$ cat config.mk
export PLATFORM = sky130hd
export DESIGN_NAME = spi_mem_bridge
export DESIGN_NICKNAME = d
export VERILOG_FILES = /design/src/rtl/spi_mem_bridge.sv
export SDC_FILE = /design/constraint.sdc
export NUM_CORES = 1
export LEC_CHECK = 0
export ABC_AREA = 1
export BUFFER_PORTS_ARGS = -buffer_cell sky130_fd_sc_hd__buf_2
export CAP_MARGIN = 20
export CELL_PAD_IN_SITES_DETAIL_PLACEMENT = 0
export CELL_PAD_IN_SITES_GLOBAL_PLACEMENT = 1
export CORE_AREA = 2 2 200 104
export DETAILED_ROUTE_END_ITERATION = 6
export DIE_AREA = 0 0 202 106
export PLACE_DENSITY = 0.86
export SLEW_MARGIN = 20
export SYNTH_ARGS = -nofsm -noshare
export SYNTH_HDL_FRONTEND = slang
export SYNTH_SLANG_ARGS = --single-unit
$ cat constraint.sdc
create_clock -name clk -period 4.8 [get_ports clk]
set_clock_uncertainty 0.15 [all_clocks]
set_input_delay 0.24 -clock clk [delete_from_list [all_inputs] [get_ports clk]]
set_output_delay 0.24 -clock clk [all_outputs]
set_load 0.01 [all_outputs]
$ cat src/rtl/spi_mem_bridge.sv
// rtl/spi_mem_bridge.sv - SPI command word executor driving a single-outstanding SDRAM request port
module spi_mem_bridge #(
    parameter int TIMEOUT = 1024
) (
    input  logic        clk,
    input  logic        rst_n,
    input  logic        ucSEL_,
    input  logic [63:0] cmd_word,
    output logic [63:0] status_word,
    output logic        mem_req,
    output logic        mem_we,
    output logic [23:0] mem_addr,
    output logic [15:0] mem_wdata,
    input  logic        mem_ack,
    input  logic [15:0] mem_rdata
);
    localparam int WDW = $clog2(TIMEOUT + 1);

    localparam logic [3:0] OP_NOP   = 4'd0;
    localparam logic [3:0] OP_WRITE = 4'd1;
    localparam logic [3:0] OP_READ  = 4'd2;
    localparam logic [3:0] OP_FILL  = 4'd3;
    localparam logic [3:0] OP_CHECK = 4'd4;

    typedef enum logic [1:0] {S_IDLE, S_ISSUE, S_NEXT} state_t;

    state_t           state_q, state_d;
    logic [2:0]       sync_q, sync_d;
    logic             strobe_q, strobe_d;
    logic [3:0]       op_q, op_d;
    logic [11:0]      remaining_q, remaining_d;
    logic [23:0]      addr_q, addr_d;
    logic [15:0]      data_q, data_d;
    logic [WDW-1:0]   wdog_q, wdog_d;
    logic             busy_q, busy_d;
    logic             bad_op_q, bad_op_d;
    logic             overrun_q, overrun_d;
    logic             timeout_q, timeout_d;
    logic [3:0]       last_op_q, last_op_d;
    logic [15:0]      mism_q, mism_d;
    logic [15:0]      rdata_q, rdata_d;
    logic             mem_req_q, mem_req_d;
    logic             mem_we_q, mem_we_d;
    logic [63:0]      status_q, status_d;

    logic [3:0]       cmd_op;
    logic             ack_ok;
    logic             wdog_last;

    assign cmd_op      = cmd_word[63:60];
    // The first ISSUE cycle after IDLE has mem_req still low, so only acks against a live request count.
    assign ack_ok      = mem_ack && mem_req_q;
    assign wdog_last   = (wdog_q == WDW'(TIMEOUT - 1));

    assign status_word = status_q;
    assign mem_req     = mem_req_q;
    assign mem_we      = mem_we_q && mem_req_q;
    assign mem_addr    = addr_q;
    assign mem_wdata   = data_q;

    always_comb begin
        state_d     = state_q;
        sync_d      = {sync_q[1:0], ucSEL_};
        strobe_d    = (sync_q[2:1] == 2'b01);
        op_d        = op_q;
        remaining_d = remaining_q;
        addr_d      = addr_q;
        data_d      = data_q;
        wdog_d      = wdog_q;
        busy_d      = busy_q;
        bad_op_d    = bad_op_q;
        overrun_d   = overrun_q;
        timeout_d   = timeout_q;
        last_op_d   = last_op_q;
        mism_d      = mism_q;
        rdata_d     = rdata_q;
        mem_req_d   = 1'b0;
        mem_we_d    = mem_we_q;
        status_d    = {busy_q, bad_op_q, overrun_q, timeout_q, last_op_q,
                       addr_q, mism_q, rdata_q};

        if (strobe_q && state_q != S_IDLE) begin
            overrun_d = 1'b1;
        end

        case (state_q)
            S_IDLE: begin
                wdog_d = '0;
                if (strobe_q) begin
                    last_op_d = cmd_op;
                    if (cmd_op != OP_NOP) begin
                        bad_op_d  = 1'b0;
                        overrun_d = 1'b0;
                        timeout_d = 1'b0;
                        if (cmd_op > OP_CHECK) begin
                            bad_op_d = 1'b1;
                        end else begin
                            op_d        = cmd_op;
                            addr_d      = cmd_word[47:24];
                            data_d      = cmd_word[15:0];
                            remaining_d = (cmd_op == OP_FILL || cmd_op == OP_CHECK)
                                          ? cmd_word[59:48] : 12'd0;
                            mem_we_d    = (cmd_op == OP_WRITE || cmd_op == OP_FILL);
                            busy_d      = 1'b1;
                            state_d     = S_ISSUE;
                            if (cmd_op == OP_CHECK) begin
                                mism_d = '0;
                            end
                        end
                    end
                end
            end
            S_ISSUE: begin
                if (ack_ok) begin
                    if (op_q == OP_READ || op_q == OP_CHECK) begin
                        rdata_d = mem_rdata;
                    end
                    if (op_q == OP_CHECK && mem_rdata != data_q && mism_q != 16'hFFFF) begin
                        mism_d = mism_q + 16'd1;
                    end
                    wdog_d  = '0;
                    state_d = S_NEXT;
                end else if (mem_req_q && wdog_last) begin
                    timeout_d = 1'b1;
                    busy_d    = 1'b0;
                    wdog_d    = '0;
                    state_d   = S_IDLE;
                end else begin
                    mem_req_d = 1'b1;
                    if (mem_req_q) begin
                        wdog_d = wdog_q + 1'b1;
                    end
                end
            end
            S_NEXT: begin
                wdog_d = '0;
                if (remaining_q == 12'd0) begin
                    busy_d  = 1'b0;
                    state_d = S_IDLE;
                end else begin
                    remaining_d = remaining_q - 12'd1;
                    addr_d      = addr_q + 24'd1;
                    mem_req_d   = 1'b1;
                    state_d     = S_ISSUE;
                end
            end
            default: state_d = S_IDLE;
        endcase
    end

    always_ff @(posedge clk or negedge rst_n) begin
        if (!rst_n) begin
            state_q     <= S_IDLE;
            sync_q      <= 3'b111;
            strobe_q    <= 1'b0;
            op_q        <= '0;
            remaining_q <= '0;
            addr_q      <= '0;
            data_q      <= '0;
            wdog_q      <= '0;
            busy_q      <= 1'b0;
            bad_op_q    <= 1'b0;
            overrun_q   <= 1'b0;
            timeout_q   <= 1'b0;
            last_op_q   <= '0;
            mism_q      <= '0;
            rdata_q     <= '0;
            mem_req_q   <= 1'b0;
            mem_we_q    <= 1'b0;
            status_q    <= '0;
        end else begin
            state_q     <= state_d;
            sync_q      <= sync_d;
            strobe_q    <= strobe_d;
            op_q        <= op_d;
            remaining_q <= remaining_d;
            addr_q      <= addr_d;
            data_q      <= data_d;
            wdog_q      <= wdog_d;
            busy_q      <= busy_d;
            bad_op_q    <= bad_op_d;
            overrun_q   <= overrun_d;
            timeout_q   <= timeout_d;
            last_op_q   <= last_op_d;
            mism_q      <= mism_d;
            rdata_q     <= rdata_d;
            mem_req_q   <= mem_req_d;
            mem_we_q    <= mem_we_d;
            status_q    <= status_d;
        end
    end
endmodule

=== Yosys cells after proc, flatten, opt, wreduce, memory -nomap -nowiden ===
Index checks and enable logic that the tools add are counted.
Widths: inputs -> output; s select.

* Add/subtract/negate cells: 4
* Order comparisons: 1
* Eq/ne operators: 23
* Muxes and demuxes: 50
* Bitwise operators: 1
* Reduce and logical (&&, ||, !) cells: 28

{| class="wikitable"
|+ Operators with widths
! operator !! number
|-
| $mux 16 || 6
|-
| $mux 24 || 4
|-
| $mux 12 || 5
|-
| $pmux 24 s2 || 1
|-
| $mux 11 || 3
|-
| $pmux 16 s2 || 1
|-
| $add 24x1->24 const B || 1
|-
| $pmux 12 s2 || 1
|-
| $pmux 11 s2 || 1
|-
| $ne 2x2->1 const B || 10
|-
| $mux 1 || 19
|-
| $add 16x1->16 const B || 1
|-
| $ne 16x16->1 || 1
|-
| $ne 16x16->1 const B || 1
|-
| $reduce_and 7->1 || 2
|-
| $logic_not 12->1 || 1
|-
| $sub 12x1->12 const B || 1
|-
| $add 11x1->11 const B || 1
|-
| $eq 11x10->1 const B || 1
|-
| $mux 2 || 5
|-
| $reduce_and 5->1 || 2
|-
| $eq 4x2->1 const B || 2
|-
| $eq 4x3->1 const B || 2
|-
| $reduce_and 4->1 || 2
|-
| 19 further kinds || 33
|}

* Register bits after elaboration: 179
* Input bits: 84
* Word-level logic and storage cells: 125

=== Logic depth before layout (Yosys ltp) ===
* Word-level depth: 7
* Gate-level depth with buffers: 13
* Mapped depth without buffers: 12

=== Worst setup path before layout ===
Ideal clock, no wire load.

* Path kind: register to register
* Start: register state_q[1]
* End: register mism_q[5]
* Data arrival time: 1.618 ns
* Data required time: 4.533 ns
* Slack: 2.916 ns
* Cell stages (with the launch flop): 12
* Buffers on the path: 2
* Period minus slack after synthesis: 1.884 ns
* Path through: dfrtp_1 inv_1 ha_1 buf_4 inv_2 nor2_1 o22ai_1 nor2_4 nand2_2 buf_6 nand2_1 nand2_1

* Longest elaborated chain between the ends: 3

{| class="wikitable"
|+ Ends and longest elaborated chain
! item !! line !! RTL
|-
| start, declared || 27 || <nowiki>state_t state_q, state_d;</nowiki>
|-
| start signal, assigned || 172 || <nowiki>state_q <= state_d;</nowiki>
|-
| $eq 2x1->1 or $logic_not 2->1 (tied branches) || 86 || <nowiki>case (state_q)</nowiki>
|-
| $ne 2x2->1 (no line) or $reduce_bool 2->1 (tied branches) || -- ||
|-
| $reduce_and 7->1 (no line) || -- ||
|-
| end signal, assigned || 185 || <nowiki>mism_q <= mism_d;</nowiki>
|-
| end, declared || 40 || <nowiki>logic [15:0] mism_q, mism_d;</nowiki>
|}

Parallel ways exist; a longest one is shown, timed or not.
A chain may end at the register's enable or synchronous reset.

=== Final worst setup path ===
* Start: register state_q[0]
* End: register addr_q[13], in the netlist mem_addr[13]

* Longest elaborated chain between the ends: 3

{| class="wikitable"
|+ Ends and longest elaborated chain
! item !! line !! RTL
|-
| $eq 2x2->1 or $logic_not 2->1 (tied branches) || 86 ||
|-
| $ne 2x2->1 (no line) or $reduce_bool 2->1 (tied branches) || -- ||
|-
| $reduce_and 5->1 (no line) || -- ||
|-
| end signal, assigned || 177 || <nowiki>addr_q <= addr_d;</nowiki>
|-
| end, declared || 32 || <nowiki>logic [23:0] addr_q, addr_d;</nowiki>
|}

Parallel ways exist; a longest one is shown, timed or not.

==> results_dict.tcl <==
set metrics [dict create \
    port-buffer-count 181 \
    required_ps 5000 \
    grt_usage 0.211 \
    initial_core_util 0.419 \
    post_synth_num_cell_types 43 \
    core_area_mm2 0.0199 \
    ios 190 \
    synth.ff_latch_count 179 \
    min_delay_path_depth 5 \
    place_congestion 0.912 \
    setup.worst_path.start "state_q[0]$_DFFE_PN0P_" \
    met1_usage 0.346 \
    ff2ff_path_depth 9 \
    multi_input_area_mm2 0.00330 \
    clk_latency_ps 430 \
    vias 7200 \
    powerDensity_mw_per_mm2 559 \
    dr.pass1.iters 5 \
    synth-xor-area-share 0.0179 \
    cap_violations 0 \
    postLayoutCoreUtil 0.533 \
    drtIter0Drc 505 \
    drive_gt1_frac 0.217 \
    nFillCells 1866 \
    clkSinkCount 179 \
    regToRegStartpoint "state_q[0]$_DFFE_PN0P_" \
    die_y_um 106 \
    timing.final.crit_share 0.604 \
    synth-async-reset-ratio 1.00 \
    grt_max_degree 119 \
    diodes 0 \
    grtUsageMet3 0.0463 \
    synthSimpleGateAreaFrac 0.277 \
    synth_edf_count 0 \
    finalSetupViolCount 0 \
    grt_pass1_vias 6655 \
    fp-row-count 37 \
    muxShareOfSynthArea 0.00271 \
    dp.cells 1426 \
    seq_area_mm2 0.00448 \
    critPathKind "reg2reg" \
    drc 0 \
    place_area_mm2 0.00946 \
    grt_overflow 0 \
    routedWlPerCell_um 14.5 \
    final_area_mm2 0.0106 \
    top_usage_layer "met1" \
    route.antenna.remaining_nets 0 \
    ctsHoldBuffers 57 \
    place_hpwl_mm 15.1 \
    fin_crit_ps 2900 \
    cts_tree "built" \
    numCtsBuffers 17 \
    root_buffer "clkbuf_16" \
    synth_top_family_by_area "simple AND/OR/NAND/NOR gates" \
    power_leakage_nw 5.38 \
    yosysSeqAreaShare 0.539 \
    max-vdd-ir-drop_mv 0.344 \
    critical_path_arrival_ps 3100 \
    grt_use_met2 0.279 \
    ys_warn_count 0 \
    drt-total-wl_mm 22.0 \
    clk_path_buf_depth 2 \
    synth-adder-area-share 0.0120 \
    worstMarginPinSlew_ps 1000 \
    crit_path_end_kind "register" \
    run_status "complete, no violations" \
    h-tree-depth 4 \
    rsz0062_at_grt "no" \
    synth_nets 1088 \
    synth_compound_area_frac 0.0849 \
    stdcell_count 1515 \
    hp-class "in2reg" \
    fmax_mhz 345 \
    synthesis.area_mm2 0.00832 \
    cts.repair.resized 0 \
    avgSynthCellArea_um2 8.36 \
    nets 1321 \
    area_growth_pct 27.2 \
    min_from "cmd_word[47]" \
    setup_tns_ps 0 \
    dieArea_mm2 0.0214 \
    grt_pass1_wl_mm 35.7 \
    die_w_um 202 \
    start_kind "register" \
    vias_per_cell 4.75 \
    drv_slew 0 \
    cts_setup_buffers 0 \
    netlist_instances 996 \
    crit_fanout 45 \
    max_slew_margin 0.327 \
    antenna_found_initial 0 \
    clk_pin_slew_worst_paths_ps 70 \
    hold_viol_final 0 \
    ys.flop_type "dfrtp_1" \
]
-- path summary, 6_finish.rpt --
check	end	slack, ps
min	mem_addr[23]$_DFFE_PN0P_	20
min in group asynchronous	status_word[2]$_DFF_PN0_	330
min reg2reg	sync_q[2]$_DFF_PN1_	210
max	mem_addr[13]$_DFFE_PN0P_	1900
max reg2reg	mem_addr[13]$_DFFE_PN0P_	1900
max in group asynchronous	remaining_q[9]$_DFFE_PN0P_	3030
-- power by group --
part	internal (mW)	switching (mW)	leakage, nW
logic	0.794	1.42	2.81
registers	2.00	0.389	2.31
clock network	0.690	0.623	0.257
total	3.48	2.44	5.38
-- state kept, by name, summed over array words and instances, names as in the netlist --
signal	count
bad_op_q	1
busy_q	1
last_op_q	4
mem_addr	24
mem_req	1
mem_wdata	16
mem_we_q	1
mism_q	16
op_q	4
overrun_q	1
rdata_q	16
remaining_q	12
state_q	2
status_word	64
strobe_q	1
sync_q	3
timeout_q	1
wdog_q	11
-- critical path: stages (launching register included) --
cell and delay (ps):
dfrtp_1 420, inv_1 100, ha_1 150, buf_4 430
nor2_1 200, inv_1 140, nand3_4 390, inv_4 570
nand2_1 110, a21oi_1 150
-- metal layers --
| layer | wire, um | share of wire |
|---|---|---|
| met1 | 11800 | 0.54 |
| met2 | 8590 | 0.39 |
| met3 | 1400 | 0.064 |
| met4 | 175 | 0.0080 |
| met5 | 0 | 0 |
-- through the flow --
stage                     total power [mW]  hold WS, ps  setup slack [ps]
after floorplan                       3.84         -206              2920
after global placement                4.54          195              1980
after detailed placement              4.58          196              1910
after CTS                             5.96         2.82              1900
after global routing                  6.37         35.6              1630
final                                 5.92         15.4              1900
-- layout by cell type, fill, tap and decap left out, types with 2 or more instances in the layout --
master         instances
xnor2_1                5
o21ai_2                9
buf_2                180
xor2_1                12
o21ai_0               71
clkbuf_16             17
nand3_1               63
nand4_1                9
inv_2                  3
dfrtp_1              176
nor2_4                 4
nor2_1                93
dfstp_2                3
dlygate4sd3_1         57
or2_2                  7
nor4_1                 3
o31ai_1                3
a21oi_1               15
nand3_2                4
inv_6                  4
clkinvlp_4             3
buf_4                  4
clkbuf_1               3
o21ai_1               10
nor3b_1                3
clkbuf_8               2
nand2_1              314
clkinv_4               3
inv_1                100
o211ai_2               6
ha_1                   8
mux2_2                 2
nor3_1                18
nand3b_1               4
nand2_2                4
nor2_2                 7
-- kinds of logic (layout without fill, tap and decap cells) --
family | count (synthesis) | in the layout
multiplexers | 2 | 2
flip-flops | 179 | 179
buffers and inverters | 132 | 378
AND/OR/NAND/NOR | 537 | 537
AO/OA/AOI/OAI | 121 | 121
adder cells (fa/ha/maj) | 8 | 8
XOR/XNOR | 17 | 17
-- cells in the mapped netlist, types with 8 or more instances --
cell type / number / area (um2)
a21oi_1: 15 / 75.1
clkbuf_1: 12 / 45.0
dfrtp_1: 176 / 4400
ha_1: 8 / 100
inv_1: 100 / 375
nand2_1: 314 / 1180
nand3_1: 63 / 315
nand4_1: 9 / 56.3
nor2_1: 93 / 349
nor3_1: 18 / 90.1
o21ai_0: 72 / 360
o21ai_1: 10 / 50.1
o21ai_2: 9 / 78.8
xor2_1: 12 / 105
-- final cells by class --
| type | count | area share |
|---|---|---|
| flip-flops and latches | 179 | 0.424 |
| multi-input cells | 685 | 0.312 |
| repair buffers | 242 | 0.143 |
| clock buffers | 21 | 0.0426 |
| inverters | 104 | 0.0371 |
| well taps | 273 | 0.0323 |
| clock inverters | 11 | 0.00899 |
(Power assumes the default switching activity.)
